==> src/rtl/glyph_pixel_engine_pkg.sv <==
// glyph_pkg: shared constants for the text-mode glyph pixel engine.
//   - Glyph code assignments (SPACE, A..Z, 0..9, arrows) for the 64-glyph set.
//   - Bit positions of the PicoBlaze-written control register.
//   - ctrl_t: unpacked view of the control register.
//   - LAT: fixed Qh/Qv-to-pixel latency in clocks.
package glyph_pkg;

    localparam int LAT = 4;

    localparam int CTRL_ALARM = 0;
    localparam int CTRL_BLINK = 1;
    localparam int CTRL_INV   = 2;

    typedef struct packed {
        logic inverse;
        logic blink_en;
        logic alarm;
    } ctrl_t;

    localparam logic [5:0] G_SPACE = 6'd0;
    localparam logic [5:0] G_A = 6'd1,  G_B = 6'd2,  G_C = 6'd3,  G_D = 6'd4,  G_E = 6'd5;
    localparam logic [5:0] G_F = 6'd6,  G_G = 6'd7,  G_H = 6'd8,  G_I = 6'd9,  G_J = 6'd10;
    localparam logic [5:0] G_K = 6'd11, G_L = 6'd12, G_M = 6'd13, G_N = 6'd14, G_O = 6'd15;
    localparam logic [5:0] G_P = 6'd16, G_Q = 6'd17, G_R = 6'd18, G_S = 6'd19, G_T = 6'd20;
    localparam logic [5:0] G_U = 6'd21, G_V = 6'd22, G_W = 6'd23, G_X = 6'd24, G_Y = 6'd25;
    localparam logic [5:0] G_Z = 6'd26;
    localparam logic [5:0] G_0 = 6'd27, G_1 = 6'd28, G_2 = 6'd29, G_3 = 6'd30, G_4 = 6'd31;
    localparam logic [5:0] G_5 = 6'd32, G_6 = 6'd33, G_7 = 6'd34, G_8 = 6'd35, G_9 = 6'd36;
    localparam logic [5:0] G_UP = 6'd37, G_DOWN = 6'd38, G_LEFT = 6'd39, G_RIGHT = 6'd40;

endpackage

==> src/rtl/glyph_pixel_engine_rom.sv <==
// glyph_rom: synchronous glyph ROM, one clock latency.
//   clk      in   clock
//   rst      in   asynchronous reset, active high (clears the output register)
//   addr     in   {code, row}
//   row_bits out  GLYPH_W-bit glyph row, MSB is the leftmost pixel
// The font is stored as 8x8 bitmaps; 16-pixel glyph sizes stretch each stored
// row/column by two. Codes without a bitmap return an all-zero row (space).
module glyph_rom
    import glyph_pkg::*;
#(
    parameter int GLYPH_W = 8,
    parameter int GLYPH_H = 8,
    parameter int CODE_W  = 6
) (
    input  logic                              clk,
    input  logic                              rst,
    input  logic [CODE_W+$clog2(GLYPH_H)-1:0] addr,
    output logic [GLYPH_W-1:0]                row_bits
);

    localparam int RB = $clog2(GLYPH_H);
    localparam int YS = RB - 3;
    localparam int XS = $clog2(GLYPH_W) - 3;

    function automatic logic [63:0] font8(input logic [5:0] code);
        case (code)
            G_A:     font8 = 64'h183C667E66666600;
            G_B:     font8 = 64'h7C66667C66667C00;
            G_0:     font8 = 64'h3C666E7666663C00;
            G_1:     font8 = 64'h1838181818187E00;
            G_UP:    font8 = 64'h183C7E1818181800;
            G_DOWN:  font8 = 64'h181818187E3C1800;
            default: font8 = 64'h0;
        endcase
    endfunction

    logic [31:0]        code32;
    logic [RB-1:0]      row;
    logic [2:0]         row8;
    logic [63:0]        bitmap;
    logic [7:0]         bits8;
    logic [GLYPH_W-1:0] wide;

    assign code32 = 32'(addr[RB +: CODE_W]);
    assign row    = addr[RB-1:0];

    // Pick the stored 8-pixel row; codes outside the 64-entry font are blank.
    // Row 0 sits in the top byte, so the byte offset is the inverted row.
    always_comb begin
        row8   = 3'(row >> YS);
        bitmap = (code32[31:6] == '0) ? font8(code32[5:0]) : 64'h0;
        bits8  = bitmap[{~row8, 3'b000} +: 8];
    end

    for (genvar i = 0; i < GLYPH_W; i++) begin : g_widen
        assign wide[i] = bits8[i >> XS];
    end

    // Output register gives the one-clock read latency.
    always_ff @(posedge clk or posedge rst) begin
        if (rst) row_bits <= '0;
        else     row_bits <= wide;
    end

endmodule

==> src/rtl/glyph_pixel_engine.sv <==
// glyph_pixel_engine: text-mode pixel generator between sync generator and RGB mux.
//   reloj        in   pixel clock
//   resetM       in   asynchronous reset, active high
//   Qh, Qv       in   scan position
//   port_id, out_port, write_strobe  in  PicoBlaze control register write
//   char_addr    out  text RAM address (row*COLS + col), held outside the active area
//   char_code    in   text RAM data, one clock after char_addr
//   pixel_on     out  glyph pixel, 4 clocks after its Qh/Qv
//   pixel_valid  out  pixel_on belongs to a complete character cell
module glyph_pixel_engine
    import glyph_pkg::*;
#(
    parameter int         GLYPH_W      = 8,
    parameter int         GLYPH_H      = 8,
    parameter int         SCALE_LOG2   = 0,
    parameter int         H_ACTIVE     = 640,
    parameter int         V_ACTIVE     = 480,
    parameter int         CODE_W       = 6,
    parameter int         BLINK_FRAMES = 30,
    parameter logic [7:0] CTRL_PORT    = 8'h00
) (
    input  logic              reloj,
    input  logic              resetM,
    input  logic [9:0]        Qh,
    input  logic [9:0]        Qv,
    input  logic [7:0]        port_id,
    input  logic [7:0]        out_port,
    input  logic              write_strobe,
    output logic [11:0]       char_addr,
    input  logic [CODE_W-1:0] char_code,
    output logic              pixel_on,
    output logic              pixel_valid
);

    localparam int CELL_W = GLYPH_W << SCALE_LOG2;
    localparam int CELL_H = GLYPH_H << SCALE_LOG2;
    localparam int COLS   = H_ACTIVE / CELL_W;
    localparam int ROWS   = V_ACTIVE / CELL_H;
    localparam int XB     = $clog2(GLYPH_W);
    localparam int YB     = $clog2(GLYPH_H);
    localparam int FC_W   = (BLINK_FRAMES > 1) ? $clog2(BLINK_FRAMES) : 1;
    // Only whole cells count as active; partial edge cells fall outside.
    localparam logic [9:0] X_LIM = 10'(COLS * CELL_W);
    localparam logic [9:0] Y_LIM = 10'(ROWS * CELL_H);

    logic [9:0]         cell_col, cell_row;
    logic [11:0]        addr_next;
    logic               in_area;
    logic [XB-1:0]      col_off, col_off1, col_off2, col_off3;
    logic [YB-1:0]      row_off, row_off1, row_off2;
    logic               in_area1, in_area2, in_area3;
    logic [GLYPH_W-1:0] glyph_row;
    logic               glyph_bit;
    ctrl_t              ctrl;
    logic [FC_W-1:0]    frame_cnt;
    logic               blink_phase;
    logic               frame_tick;
    logic               unused_bits;

    assign unused_bits = ^out_port[7:3];
    assign frame_tick  = (Qh == 10'd0) && (Qv == 10'd0);

    // Cell coordinates and in-cell offsets of the current scan position.
    always_comb begin
        cell_col  = Qh >> (XB + SCALE_LOG2);
        cell_row  = Qv >> (YB + SCALE_LOG2);
        in_area   = (Qh < X_LIM) && (Qv < Y_LIM);
        addr_next = 12'(cell_row * COLS + cell_col);
        col_off   = XB'(Qh >> SCALE_LOG2);
        row_off   = YB'(Qv >> SCALE_LOG2);
    end

    // E1..E3 delay line; E2 is the text RAM read, so row_off2 lines up
    // with char_code when both address the glyph ROM.
    always_ff @(posedge reloj or posedge resetM) begin
        if (resetM) begin
            char_addr <= '0;
            col_off1  <= '0;
            row_off1  <= '0;
            in_area1  <= 1'b0;
            col_off2  <= '0;
            row_off2  <= '0;
            in_area2  <= 1'b0;
            col_off3  <= '0;
            in_area3  <= 1'b0;
        end else begin
            if (in_area) char_addr <= addr_next;
            col_off1 <= col_off;
            row_off1 <= row_off;
            in_area1 <= in_area;
            col_off2 <= col_off1;
            row_off2 <= row_off1;
            in_area2 <= in_area1;
            col_off3 <= col_off2;
            in_area3 <= in_area2;
        end
    end

    glyph_rom #(
        .GLYPH_W (GLYPH_W),
        .GLYPH_H (GLYPH_H),
        .CODE_W  (CODE_W)
    ) u_rom (
        .clk      (reloj),
        .rst      (resetM),
        .addr     ({char_code, row_off2}),
        .row_bits (glyph_row)
    );

    // Leftmost pixel is the MSB; for a power-of-two width GLYPH_W-1-col is ~col.
    assign glyph_bit = glyph_row[~col_off3];

    // Control register, written from the PicoBlaze output port.
    always_ff @(posedge reloj or posedge resetM) begin
        if (resetM) begin
            ctrl <= '0;
        end else if (write_strobe && (port_id == CTRL_PORT)) begin
            ctrl <= '{inverse:  out_port[CTRL_INV],
                      blink_en: out_port[CTRL_BLINK],
                      alarm:    out_port[CTRL_ALARM]};
        end
    end

    // Frame counter; blink_phase flips each time it wraps.
    always_ff @(posedge reloj or posedge resetM) begin
        if (resetM) begin
            frame_cnt   <= '0;
            blink_phase <= 1'b0;
        end else if (frame_tick) begin
            if (frame_cnt == FC_W'(BLINK_FRAMES - 1)) begin
                frame_cnt   <= '0;
                blink_phase <= ~blink_phase;
            end else begin
                frame_cnt <= frame_cnt + 1'b1;
            end
        end
    end

    // E4: mode priority, highest first.
    always_ff @(posedge reloj or posedge resetM) begin
        if (resetM) begin
            pixel_on    <= 1'b0;
            pixel_valid <= 1'b0;
        end else if (!in_area3) begin
            pixel_on    <= 1'b0;
            pixel_valid <= 1'b0;
        end else if (ctrl.alarm && (!ctrl.blink_en || blink_phase)) begin
            pixel_on    <= 1'b0;
            pixel_valid <= 1'b1;
        end else begin
            pixel_on    <= glyph_bit ^ ctrl.inverse;
            pixel_valid <= 1'b1;
        end
    end

endmodule

==> config.mk <==
export PLATFORM = sky130hd
export DESIGN_NAME = glyph_pixel_engine
export DESIGN_NICKNAME = d
export VERILOG_FILES = /design/src/rtl/glyph_pixel_engine_pkg.sv /design/src/rtl/glyph_pixel_engine_rom.sv /design/src/rtl/glyph_pixel_engine.sv
export SDC_FILE = /design/constraint.sdc
export NUM_CORES = 1
export LEC_CHECK = 0
export CAP_MARGIN = 10
export CORE_MARGIN = 5
export CORE_UTILIZATION = 50
export DETAILED_ROUTE_END_ITERATION = 10
export PLACE_DENSITY_LB_ADDON = 0.05
export SETUP_SLACK_MARGIN = 0.05
export SYNTH_ARGS = -nofsm -noshare
export SYNTH_HDL_FRONTEND = slang
export SYNTH_SLANG_ARGS = --single-unit
==> constraint.sdc <==
create_clock -name reloj -period 2.2 [get_ports reloj]
set_input_delay 0.55 -clock reloj [delete_from_list [all_inputs] [get_ports reloj]]
set_output_delay 0.55 -clock reloj [all_outputs]
set_load 0.03 [all_outputs]
======== After elaboration in Yosys (flattened, before gate mapping) ========
Cells that the tools add are included.
W data, S select, Z words.
storage, ports and cells
  register bits after elaboration ......... 49
  input port bits ......................... 45
  output and inout port bits .............. 14
operators by class
  add/sub/neg operators ................... 2
  $mul .................................... 1
  order comparisons ....................... 3
  equality and inequality tests ........... 7
  shift operators ......................... 1
  multiplexer cells ....................... 7
  bitwise operators ....................... 4
  reduce and logical (&&, ||, !) cells .... 10
operator list
  operator                count
  $pmux W63 S6            1
  $shiftx A64 B7 Y8       1
  $logic_not A10 Y1       2
  $add A12 B7 Y12         1
  $eq A6 B5 Y1 const B    2
  $eq A6 B6 Y1 const B    2
  $lt A10 B10 Y1 const B  1
  $lt A10 B9 Y1 const B   1
  $logic_not A8 Y1        1
  $mul A7 B3 Y8 const B   1
  $eq A6 B1 Y1 const B    1
  $eq A6 B2 Y1 const B    1
  $not A3 Y3              2
  $add A5 B1 Y5 const B   1
  $eq A5 B5 Y1 const B    1
  $mux W5                 1
  $logic_and A1 B1 Y1     4
  $lt A3 B4 Y1 const B    1
  $mux W1                 4
  $bmux W1 S3             1
  $reduce_and A2 Y1       1
  $logic_not A1 Y1        1
  $logic_or A1 B1 Y1      1
  $not A1 Y1              1
  $xor A1 B1 Y1           1

======== Logic depth before layout (Yosys ltp) ========
Gate-level depths: netlist (run 1).
  depth in word-level cells ............... 6
  depth in mapped cells ................... 8

======== By module ========
From an unflattened synthesis (run 1), not the netlist that was laid out.
unflattened totals
  cells, all modules ...................... 239
  area, all modules ....................... 2646.3 um^2
modules (own cells, without submodules)
  module              instances  cells each  area each (um^2)
  glyph_pixel_engine  1          149         1895.6
  glyph_rom           1          90          750.7

======== Least setup slack after synthesis (run 1) ========
No wires, ideal clock.
  path type ............................... input-to-reg
  from .................................... in Qv[4]
  to ...................................... reg char_addr[11]
  setup time .............................. 0.125 ns
  arrival ................................. 2.281 ns
  data required time ...................... 2.075 ns
  setup slack ............................. -0.205 ns
  stages on the path ...................... 8
  buffers on the path ..................... 0
  cell sequence ........................... ha_1 -> ha_1 -> fa_1 -> xor2_1 -> nand3_1 -> nor4_2 -> xnor2_1 -> mux2_2
on the way
  longest elaborated chain between the ends .. 2
  elaborated cells between the ends (all ways) .. 4
ends and longest elaborated chain
  item                                                           line                                                text
  from (decl)                                                    glyph_pixel_engine.sv:25                            input logic [9:0] Qv,
  $mul A7 B3 Y8 / $lt A10 B9 Y1 (equally long branches)          glyph_pixel_engine.sv:68, glyph_pixel_engine.sv:67
  $add A12 B7 Y12 / $logic_and A1 B1 Y1 (equally long branches)  glyph_pixel_engine.sv:68, glyph_pixel_engine.sv:67
  to (signal assigned)                                           glyph_pixel_engine.sv:87                            if (in_area) char_addr <= addr_next;
  to (decl)                                                      glyph_pixel_engine.sv:29                            output logic [11:0] char_addr,
Parallel ways exist; a longest one is shown, timed or not.
A chain may end at the register's enable or synchronous reset.

======== Final worst setup path (run 1) ========
  from .................................... in Qv[7]
  to ...................................... reg char_addr[11]
Same word-level chain as after synthesis.

==> results of run 1 <==
[through the flow]
stage | std cells | hold slack [ns] | utilization, %
6_report | 405 | 0.351 | 74.1
5_1_grt | 405 | 0.368 | 74.1
4_1_cts | 405 | 0.355 | 73.2
3_5_place_dp | 396 | 0.336 | 69.9
3_3_place_gp | 396 | 0.332 | 69.9
2_1_floorplan | 238 | 0.331 | -
[layout make-up]
class                           count  area, um2
Clock inverter                      2       38.8
Clock buffer                        6       82.6
Multi-Input combinational cell    175       1480
Sequential cell                    47       1180
Timing Repair Buffer               98        868
Fill cell                         377       1320
Inverter                            7       26.3
Tap cell                           70       87.6
[flip-flops by register name (all words and copies together), names as in the netlist, 3 cells and up]
name	flops
ctrl	3
frame_cnt	5
col_off3	3
row_off1	3
col_off1	3
col_off2	3
row_off2	3
char_addr	12
u_rom.row_bits	6
[layout by cell type (no fill, tap or decap), drive strengths merged, types with 8 or more instances in the layout]
master         synthesis  final
a21oi                 11     11
buf                    6     49
clkdlybuf4s50          0     45
dfrtp                 47     47
ha                    14     14
inv                    7      8
mux2                  12     12
nand2                 15     15
nor2                  15     15
nor3                   8      8
nor4                   8      8
o21ai                 13     13
xnor2                  8      8
[how the worst max path moves through the flow]
| stage | depth (start not counted) | slack [ns] | end | from |
|---|---|---|---|---|
| floorplan | 7 | -0.10 | char_addr[11] | Qv[4] |
| global placement | 8 | -0.64 | char_addr[11] | Qv[6] |
| detailed placement | 9 | -0.70 | char_addr[11] | Qv[6] |
| CTS | 9 | 0.05 | char_addr[11] | Qv[6] |
| global route | 8 | 0.04 | char_addr[11] | Qv[7] |
| finish | 8 | 0.08 | char_addr[11] | Qv[7] |
[where the power goes]
group	switching (mW)	internal, mW
Clock	0.291	0.374
Sequential	0.0462	0.949
Combinational	0.377	0.386
[worst max-delay path: stages]
cell and delay [ns]:
clkdlybuf4s15_2 0.22, ha_4 0.24, fa_2 0.42, xor2_2 0.17, nand3_2 0.11, nor4_4 0.23, xnor2_1 0.11, mux2_4 0.26
[kinds of logic (layout without fill, tap and decap cells)]
kind of cell	Yosys count	in the layout	synth area share, %
fa+ha+maj	16	16	8.26
mux	15	15	6.82
flops	47	47	45.1
buf+inv	16	113	3.51
compound gates	50	50	13.3
simple gates	83	83	19.3
xor+xnor	11	11	3.70
[repair_timing]
action / in CTS / in global routing
resized for setup: 29 / 8
setup endpoints to repair: 5 / 5
pin swaps: 9 / 2
buffers inserted: 1 / 0
cloned: 0 / 0
hold buffers: 0 / 0
[per-layer routing]
| layer | wire length (um) | up-vias | share of wire, % |
|---|---|---|---|
| li1 | - | 1067 | - |
| met4 | 175 | 0 | 2.8 |
| met3 | 378 | 15 | 6.0 |
| met2 | 3160 | 53 | 50 |
| met5 | 0 | - | 0 |
| met1 | 2560 | 1030 | 41 |
==> results.json, run 1 <==
{
  "worstSetupPathType": "in -> reg",
  "clock.fmax_ghz": 0.471,
  "synthesis.area_um2": 2600,
  "avgSynthCellArea_um2": 10.9,
  "synth_edf_count": 0,
  "maxCapViolCount": 0,
  "die_height_um": 82.2,
  "grt_pass1_vias": 2188,
  "synth_flop_cell": "dfrtp_1",
  "synthCells": 238,
  "cp-end-kind": "flip-flop",
  "fin_crit_sh_pct": 96.6,
  "seq_area_frac_synth_pct": 45.1,
  "gp_congestion": 0.931,
  "fp.dieW_um": 82.2,
  "core_um2": 5070,
  "layout_setup_ws_ns": 0.0754,
  "row_count": 26,
  "hold_start": "col_off2[1]",
  "drtPass1Iterations": 4,
  "synthArstFlopShare_pct": 100,
  "cp_max_fo": 2,
  "power_density_nw_per_um2": 644,
  "drcViolationCount": 0,
  "grt_util_met2_pct": 32.5,
  "synth_top_area_share_pct": 45.1,
  "syn2layout_area_growth_pct": 44.3,
  "via_per_inst": 5.35,
  "cts_root_buf": "clkbuf_8",
  "gr-max-usage-layer": "met2",
  "synth_top_area_cell": "dfrtp_1",
  "ys_top_cells_by_count": "dfrtp_1 (47), nand2_1 (15), nor2_1 (15)",
  "power_leakage_nw": 1.62,
  "yosys.cell_types.count": 55,
  "cts_tree": "built",
  "arrival_ns": 2.32,
  "grtUsageMet1_pct": 24.6,
  "clock_latency_ns": 0.31,
  "placed_area_um2": 3550,
  "cp.required_ns": 2.39,
  "final_nets": 395,
  "wire_per_inst_um": 15.5,
  "yosysMostFrequentCell": "dfrtp_1",
  "setup_viol": 0,
  "tns_ns": 0,
  "initial_utilization_pct": 51.3,
  "rsz0062_at_grt": "true",
  "hold_viol": 0,
  "hpwl_um": 4750,
  "rr_endpoint": "pixel_on",
  "grt_max_degree": 48,
  "ys_top_cells_by_area": "dfrtp_1 (45%), ha_1 (6.7%), mux2_2 (5.2%)",
  "power_mw": 2.42,
  "grt_use_met3_pct": 6.18,
  "r2r_slack_ns": 0.73,
  "grt_pass1_wl_um": 10100,
  "numCtsBuffers": 5,
  "n_antenna_cell": 0,
  "finClkSkew_ns": 0.00776,
  "timing.rr.start": "col_off3[1]",
  "cts-htree-levels": 2,
  "drive_above_1_share_pct": 30.1,
  "antenna_found_initial": 0,
  "pre_cts_ws_ns": -0.699,
  "io_pins": 59,
  "crit_path_start_kind": "input pin",
  "clkSlewWorstSetupHoldPaths_ns": 0.08,
  "ant_nets": 0,
  "slew_headroom_pct": 75.7,
  "routed_wl_um": 6270,
  "vias": 2165,
  "status": "completed",
  "io_buffers": 53,
  "min_path_type": "reg -> reg",
  "cts_buffer_depth": 2,
  "drtIter0Drc": 42,
  "min_period_ns": 2.12,
  "tightest_slew_ns": 0.363,
  "whs_path_depth": 0,
  "clock-sinks": 47,
  "maxSlewViolCount": 0,
  "stdcell_area_um2": 3760,
  "r2r_cells": 4,
  "worstHoldEndpoint": "col_off3[1]",
  "track_usage_pct": 20.1,
  "peakVddDrop_mv": 0.509,
  "grt_overflow": 0,
  "ys_ff_latch": 47,
  "yosysWarningCount": 0,
  "design.die.area_um2": 6750,
  "synth_nets": 299
}
Note: power is estimated with default switching activity, not from simulation.
==> inputs of run 2 (changes only) <==
Settings changed: GPL_ROUTABILITY_DRIVEN set to 1.
==> results of run 2 <==
Final layout, timing and power as in run 1 (identical DEF).
